**src/rtl/sad_argmin_stream.sv**
```systemverilog
// Streaming SAD arg-min: finds the smallest SAD in each block of candidates
// and reports its value, index and {row,col} motion vector with an elastic output hold.
module sad_argmin_stream #(
  parameter int SAD_W  = 12,
  parameter int N_CAND = 16,
  parameter int COLS   = 4
) (
  input  logic             clk,
  input  logic             rst_n,
  input  logic             in_valid,
  output logic             in_ready,
  input  logic [SAD_W-1:0] in_sad,
  input  logic             in_last,
  output logic             out_valid,
  input  logic             out_ready,
  output logic [SAD_W-1:0] out_sad,
  output logic [7:0]       out_mv,
  output logic [7:0]       out_idx,
  output logic             out_err
);

  localparam int CNT_W = $clog2(N_CAND + 1);
  localparam logic [CNT_W-1:0] N_CAND_C = CNT_W'(N_CAND);
  localparam logic [7:0]       COLS_C   = 8'(COLS);

  typedef enum logic [1:0] {
    IDLE  = 2'd0,
    ACCUM = 2'd1,
    HOLD  = 2'd2
  } state_t;

  state_t state_r, state_nxt_s;

  logic [CNT_W-1:0] cnt_r, cnt_inc_s;
  logic [SAD_W-1:0] min_sad_r, min_sad_nxt_s;
  logic [7:0]       min_idx_r, min_idx_nxt_s;
  logic             out_valid_r;
  logic [SAD_W-1:0] out_sad_r;
  logic [7:0]       out_mv_r, out_idx_r;
  logic             out_err_r;

  logic       in_ready_s, beat_s, first_s, close_s, err_s, full_s;
  logic [3:0] row_s, col_s;

  // State register.
  always_ff @(posedge clk) begin
    if (!rst_n) begin
      state_r <= IDLE;
    end else begin
      state_r <= state_nxt_s;
    end
  end

  // Next-state logic; a beat taken in HOLD is the first beat of a new block.
  always_comb begin
    state_nxt_s = state_r;
    case (state_r)
      IDLE: begin
        if (beat_s) state_nxt_s = close_s ? HOLD : ACCUM;
        else        state_nxt_s = IDLE;
      end
      ACCUM: begin
        if (close_s) state_nxt_s = HOLD;
        else         state_nxt_s = ACCUM;
      end
      HOLD: begin
        if (beat_s)         state_nxt_s = close_s ? HOLD : ACCUM;
        else if (out_ready) state_nxt_s = IDLE;
        else                state_nxt_s = HOLD;
      end
      default: state_nxt_s = IDLE;
    endcase
  end

  // Output/strobe logic: handshake, close detection and the running minimum.
  always_comb begin
    in_ready_s    = !out_valid_r || out_ready;
    beat_s        = in_valid && in_ready_s;
    first_s       = (state_r != ACCUM);
    cnt_inc_s     = first_s ? {{(CNT_W-1){1'b0}}, 1'b1} : cnt_r + {{(CNT_W-1){1'b0}}, 1'b1};
    full_s        = (cnt_inc_s == N_CAND_C);
    close_s       = beat_s && (in_last || full_s);
    // Error when the closing reason is exactly one of in_last / full count.
    err_s         = (in_last != full_s);
    min_sad_nxt_s = min_sad_r;
    min_idx_nxt_s = min_idx_r;
    if (first_s) begin
      min_sad_nxt_s = in_sad;
      min_idx_nxt_s = 8'd0;
    end else if (in_sad < min_sad_r) begin
      min_sad_nxt_s = in_sad;
      min_idx_nxt_s = 8'(cnt_r);
    end else begin
      min_sad_nxt_s = min_sad_r;
      min_idx_nxt_s = min_idx_r;
    end
    row_s = 4'(min_idx_nxt_s / COLS_C);
    col_s = 4'(min_idx_nxt_s % COLS_C);
  end

  // Accumulator and result registers.
  always_ff @(posedge clk) begin
    if (!rst_n) begin
      cnt_r       <= {CNT_W{1'b0}};
      min_sad_r   <= {SAD_W{1'b0}};
      min_idx_r   <= 8'd0;
      out_valid_r <= 1'b0;
      out_sad_r   <= {SAD_W{1'b0}};
      out_mv_r    <= 8'd0;
      out_idx_r   <= 8'd0;
      out_err_r   <= 1'b0;
    end else begin
      if (beat_s) begin
        min_sad_r <= min_sad_nxt_s;
        min_idx_r <= min_idx_nxt_s;
      end
      if (close_s) begin
        cnt_r       <= {CNT_W{1'b0}};
        out_valid_r <= 1'b1;
        out_sad_r   <= min_sad_nxt_s;
        out_idx_r   <= min_idx_nxt_s;
        out_mv_r    <= {row_s, col_s};
        out_err_r   <= err_s;
      end else begin
        if (beat_s) cnt_r <= cnt_inc_s;
        if (out_valid_r && out_ready) out_valid_r <= 1'b0;
      end
    end
  end

  assign in_ready  = in_ready_s;
  assign out_valid = out_valid_r;
  assign out_sad   = out_sad_r;
  assign out_mv    = out_mv_r;
  assign out_idx   = out_idx_r;
  assign out_err   = out_err_r;

endmodule

```
**config.mk**
```make
export PLATFORM = sky130hd
export DESIGN_NAME = sad_argmin_stream
export DESIGN_NICKNAME = d
export VERILOG_FILES = /design/src/rtl/sad_argmin_stream.sv
export SDC_FILE = /design/constraint.sdc
export NUM_CORES = 1
export LEC_CHECK = 0
export ABC_AREA = 1
export CAP_MARGIN = 20
export CORE_UTILIZATION = 53
export CTS_BUF_LIST = sky130_fd_sc_hd__clkbuf_4
export CTS_CLUSTER_SIZE = 16
export DETAILED_ROUTE_END_ITERATION = 8
export PLACE_DENSITY = 0.78
export SLEW_MARGIN = 15
export SYNTH_ARGS = -nofsm -noshare
export SYNTH_HDL_FRONTEND = slang
export SYNTH_SLANG_ARGS = --single-unit
```
**constraint.sdc**
```tcl
create_clock -name clk -period 2.27 [get_ports clk]
set_input_delay 0.454 -clock clk [delete_from_list [all_inputs] [get_ports clk]]
set_output_delay 0.454 -clock clk [all_outputs]
set_load 0.01 [all_outputs]
```
==> impl_metrics.ini, run 1 <==
[finish]
utilization = 0.707
ff_latch_area_um2 = 982
antenna_cells = 0
syn_to_final_growth_pct = 26.5
drive_gt1_frac = 0.115
mostFrequentLayoutCells = nand2_1, dfxtp_1, clkdlybuf4s50_1
fillers = 373
final_common_cell = nand2_1
multi_input_area_um2 = 1200
layout.nets = 439
layout.cells.non_filler = 462
design_area_um2 = 3120

[global_routing]
grt.overflow.total = 0
antenna_found_initial = 0
grt_most_used_layer = met2
grtUsageMet2 = 0.384
grt.met1_usage = 0.306
grtUsageTotal = 0.231
grt_first_pass_wirelength_mm = 9.26
grt_max_degree = 26
grt_pass1_vias = 2143
use_met3 = 0.0404

[logic_synthesis]
syn_area_per_cell_um2 = 6.95
syn_inst = 355
ys_types = 25
syn_area_um2 = 2470
yosysWarnings = 0
synth_seq_cells = 49
yosysSeqAreaShare = 0.398

[timing]
fin_crit_sh = 0.918
max_freq_mhz = 480
hold_viol_final = 0
timing.final.max_slew_violations = 0
period_minus_slack_ns = 2.08
finClkSkew_ns = 0.0123
setup_ws_ns = 0.186
fin_tns_setup_ns = 0
setup_viol = 0
holdWs_ns = 0.455
rsz0062_at_grt = no

[pwr]
p_leak_nw = 1.43
vdd_ir_drop_max_mv = 0.291
power_density_nw_per_um2 = 605
p_total_mw = 1.89
power_frac_clock = 0.277
switching_share = 0.288
internal_power_mw = 1.35
pwr-share-comb = 0.230
p_sw_mw = 0.543
p_seq_frac = 0.493

[critical_path]
crit_start = cnt_r[1]$_SDFFE_PP0P_
r2r_start = cnt_r[1]$_SDFFE_PP0P_
reg2reg_to = out_idx[4]$_SDFFE_PN0P_
crit_path_end_kind = flip-flop
worstPathArrival_ns = 2.35
startpoint_type = flip-flop
rrSetupSlack_ns = 0.19
crit_required_ns = 2.53
critPathKind = reg2reg
rr_worst_depth = 14
cp_max_fo = 14

[hold_path]
hold_start = min_idx_r[6]$_SDFFE_PN0P_
min_path_type = reg2reg
hold_end = min_idx_r[6]$_SDFFE_PN0P_
whs_path_depth = 2

[placed_design]
dp_hpwl_mm = 3.99
place_inst = 454
io_buffers = 45
gp_congestion = 0.817
placed_cell_area_um2 = 3020
dp_slack_ns = -0.138

[floorplanning]
num_rows = 24
dieWidth_um = 70.2
die_area_um2 = 4930
core_area_um2 = 4410
ioPinCount = 48
initial_core_util = 0.559
die_h_um = 70.2

[cts]
cts.sinks = 49
cts_max_level = 2
clock_latency_ns = 0.36
clk_pin_slew_ns = 0.14
postCtsSetupRepairBufs = 0
cts_tree = done
clock-root-buffer = clkbuf_4
clock_path_buffers = 2
cts_buffers = 5

[routing]
viasPerCell = 4.98
drt_wl_total_mm = 5.28
drtIter0Drc = 151
wl_per_cell_um = 11.4
drc_errors = 0
antenna_left = 0
firstDrtPassIters = 4
vias = 2299

[flow_run]
maxCapViolations = 0

[outcome]
status = finished, final reports clean
[per-layer routing]
layer / vias up / share of wire
li1: 1204 / -
met1: 1018 / 0.48
met2: 68 / 0.46
met3: 9 / 0.047
met4: 0 / 0.015
met5: - / 0
[power groups by stage]
stage | clock network [mW] | logic, mW | registers (mW)
detailed placement | 0 | 0.429 | 0.949
global placement | 0 | 0.418 | 0.948
CTS | 0.539 | 0.432 | 0.931
floorplan | 0 | 0.268 | 0.953
finish | 0.524 | 0.434 | 0.931
global route | 0.563 | 0.490 | 0.937
[worst max-delay path, cell delays in order (launching register included)]
cell	delay, ns
dfxtp_1	0.40
ha_1	0.21
nand3_1	0.10
nand2_1	0.07
nand2_1	0.04
nor2_1	0.12
nand4_1	0.11
ha_1	0.20
inv_1	0.06
nand2_2	0.12
nand2_2	0.16
inv_4	0.10
buf_12	0.16
nand2_1	0.05
o21ai_0	0.07
[state kept, by name, summed over array words and instances, names as in the netlist]
signal     cells
min_sad_r     12
out_sad       12
min_idx_r      8
out_idx        8
cnt_r          5
state_r        2
out_err        1
out_valid      1
[cell usage after synthesis, drive strengths merged]
cell type,instances,area share
nand2,112,0.18
dfxtp,49,0.40
nor2,49,0.083
inv,41,0.062
o21ai,26,0.053
nand3,21,0.043
buf,20,0.056
a21oi,17,0.039
ha,13,0.066
nand3b,2,0.0061
a221oi,1,0.0036
a22o,1,0.0036
clkbuf,1,0.0015
conb,1,0.0015
nand4,1,0.0025
[what timing repair did]
item / 4_1_cts / 5_1_grt
hold buffers: 0 / 0
pin swaps: 0 / 0
gates resized for setup: 1 / 4
endpoints found under the setup margin: 6 / 21
[how the worst max path moves through the flow]
stage | to | slack (ns) | cells past startpoint
final | out_idx[4]$_SDFFE_PN0P_ | 0.19 | 14
after global routing | out_idx[4]$_SDFFE_PN0P_ | 0.008 | 13
after CTS | out_idx[4]$_SDFFE_PN0P_ | 0.06 | 14
after detailed placement | min_sad_r[7]$_SDFFE_PN0P_ | -0.14 | 13
after global placement | min_sad_r[4]$_SDFFE_PN0P_ | -0.05 | 13
after floorplan | out_sad[1]$_SDFFE_PN0P_ | 0.34 | 15
[cells by family (layout without fill, tap and decap cells)]
group,count (synthesis),in the layout,share of synthesized area
and+or+nand+nor,185,185,0.316
buffers and inverters,62,116,0.120
DFF,49,49,0.398
AOI/OAI and AO/OA,45,45,0.0989
adders and majority gates,13,13,0.0659
other,1,2,0.00152
[layout make-up]
type                       count  area share
clock inverter                 2      0.0124
tap                           52      0.0209
inverter                      41      0.0501
sequential                    49       0.315
clock buffer                   6      0.0144
timing repair buffer          67       0.201
multi-input combinational    245       0.386
Power figures use the tool's default switching activity.
==> run 2, diff against run 1 <==
PLACE_DENSITY = 0.89   (was 0.78)
==> run 2 against run 1 <==
- die area did not move
- design area rose by 0.60%
- cell count fell by 0.22%
- flip-flop and latch count did not move
- critical path depth did not move
- sequential power barely moved
- core utilization rose by 0.43 points
- first-iteration DRC count fell by 7.3%
- clock-buffer cell count fell by 1
- global-route usage rose by 2.2 points
- non-clock buffer count fell by 1
==> impl_metrics.ini, run 2 (synthesized netlist as in run 1, its figures left out) <==
[finish]
mostFrequentLayoutCells = nand2_1, dfxtp_1, clkdlybuf4s50_1
ff_latch_area_um2 = 983
layout.cells.non_filler = 461
drive_gt1_frac = 0.115
layout.nets = 438
final_common_cell = nand2_1
fillers = 360
multi_input_area_um2 = 1200
antenna_cells = 0
syn_to_final_growth_pct = 27.2

[critical_path]
rr_worst_depth = 14
crit_required_ns = 2.54
cp_max_fo = 13
path_common_cell = nand2_1
cp_slowest_cell = dfxtp_2
worstPathArrival_ns = 2.38
cp.buffers_inverters = 3
crit_family = simple AND/OR/NAND/NOR gates
startpoint_type = flip-flop
cpPeakStageDelay_ns = 0.38
rrSetupSlack_ns = 0.17
reg2reg_to = out_idx[4]$_SDFFE_PN0P_
critPathKind = reg2reg
crit_path_end_kind = flip-flop
r2r_start = cnt_r[0]$_SDFFE_PP0P_
crit_chain = ha_1, nand3_1, nand2_1, nand2_1, nor2_1, nand4_1, ha_1, inv_1, nand2_2, nand2_2, inv_6, buf_12, nand2_1, o21ai_0

[pwr]
p_total_mw = 2.03
p_leak_nw = 1.44
vdd_ir_drop_max_mv = 0.501
power_density_nw_per_um2 = 646

[placed_design]
dp_hpwl_mm = 4.09
io_buffers = 45
gp_congestion = 0.821
place_inst = 453
dp_slack_ns = -0.155

[timing]
fin_tns_setup_ns = 0
timing.final.max_slew_violations = 0
finClkSkew_ns = 0.0128
setup_ws_ns = 0.166
fin_crit_sh = 0.927
holdWs_ns = 0.459
max_freq_mhz = 475
setup_viol = 0
period_minus_slack_ns = 2.10
hold_viol_final = 0

[cts]
clock_latency_ns = 0.38
cts_max_level = 2
cts.sinks = 49
clk_pin_slew_ns = 0.15
clock_path_buffers = 2
cts_tree = done
cts_buffers = 5
cts_hold_buf = 0
clock-root-buffer = clkbuf_4
postCtsSetupRepairBufs = 0

[routing]
wl_per_cell_um = 12.9
viasPerCell = 5.14
vias = 2368
antenna_left = 0
drt_wl_total_mm = 5.95
drc_errors = 0
firstDrtPassIters = 4
drtIter0Drc = 140

[global_routing]
grt.overflow.total = 0
antenna_found_initial = 0
grt_first_pass_wirelength_mm = 9.87
grt_max_degree = 26
grt_pass1_vias = 2277
grtUsageTotal = 0.253

[hold_path]
hold_start = min_idx_r[6]$_SDFFE_PN0P_
whs_path_depth = 2
min_path_type = reg2reg
hold_end = min_idx_r[6]$_SDFFE_PN0P_

[floorplanning]
num_rows = 24
ioPinCount = 48
dieWidth_um = 70.2
die_h_um = 70.2
core_area_um2 = 4410
initial_core_util = 0.559
die_area_um2 = 4930

[outcome]
status = finished, final reports clean

[flow_run]
maxCapViolations = 0
==> run 2: cell types whose count changed in the layout (fill, tap and decap cells not counted), sizes merged <==
cell,previous run,this run
buf,22,21
bufinv,1,2
clkbuf,6,5
clkinv,1,0
inv,41,42
==> run 2: how the worst max path moves through the flow <==
stage                     slack, ns  depth (start not counted)                        end                   from
after floorplan                0.34                         15    out_sad[1]$_SDFFE_PN0P_  state_r[0]$_SDFF_PN0_
after global placement        -0.05                         11    out_idx[2]$_SDFFE_PN0P_             in_sad[11]
after detailed placement      -0.16                         11  min_idx_r[3]$_SDFFE_PN0P_             in_sad[11]
after CTS                      0.07                         14    out_idx[4]$_SDFFE_PN0P_  state_r[0]$_SDFF_PN0_
after global routing          -0.02                         14    out_sad[1]$_SDFFE_PN0P_  state_r[0]$_SDFF_PN0_
final                          0.17                         14    out_idx[4]$_SDFFE_PN0P_  cnt_r[0]$_SDFFE_PP0P_
==> run 2: area by class of cell <==
type / instances / share of cell area
Clock inverter: 3 / 0.0219
Inverter: 41 / 0.0506
Clock buffer: 5 / 0.0120
Timing Repair Buffer: 66 / 0.198
Multi-Input combinational cell: 245 / 0.384
Tap cell: 52 / 0.0207
Sequential cell: 49 / 0.313
==> run 2: timing repair <==
item	4_1_cts	5_1_grt
setup endpoints to repair	1	23
gates resized for setup	1	6
pin swaps	0	0
==> run 2: stage by stage <==
stage,instance area (um^2),util
after global routing,3140,0.711
final,3140,0.711
after global placement,3020,0.683
after CTS,3120,0.708
after floorplan,2470,-
after detailed placement,3020,0.683
==> run 2: per-layer routing <==
layer	vias to the layer above	GRT usage	routed length [um]
li1	1209	-	-
met1	1061	0.317	2580
met2	83	0.425	2960
met3	15	0.0519	306
met4	0	0.0956	102
met5	-	0	0
==> run 2: tightest hold or removal path, cell delays in order, from the launching register on <==
cell and delay, ns:
dfxtp_1 0.33, nand2_1 0.07, nor2_1 0.04
==> run 2: power breakdown <==
group          switching [mW]  internal (mW)
Combinational           0.257          0.188
Clock                   0.303          0.347
Sequential             0.0233          0.909
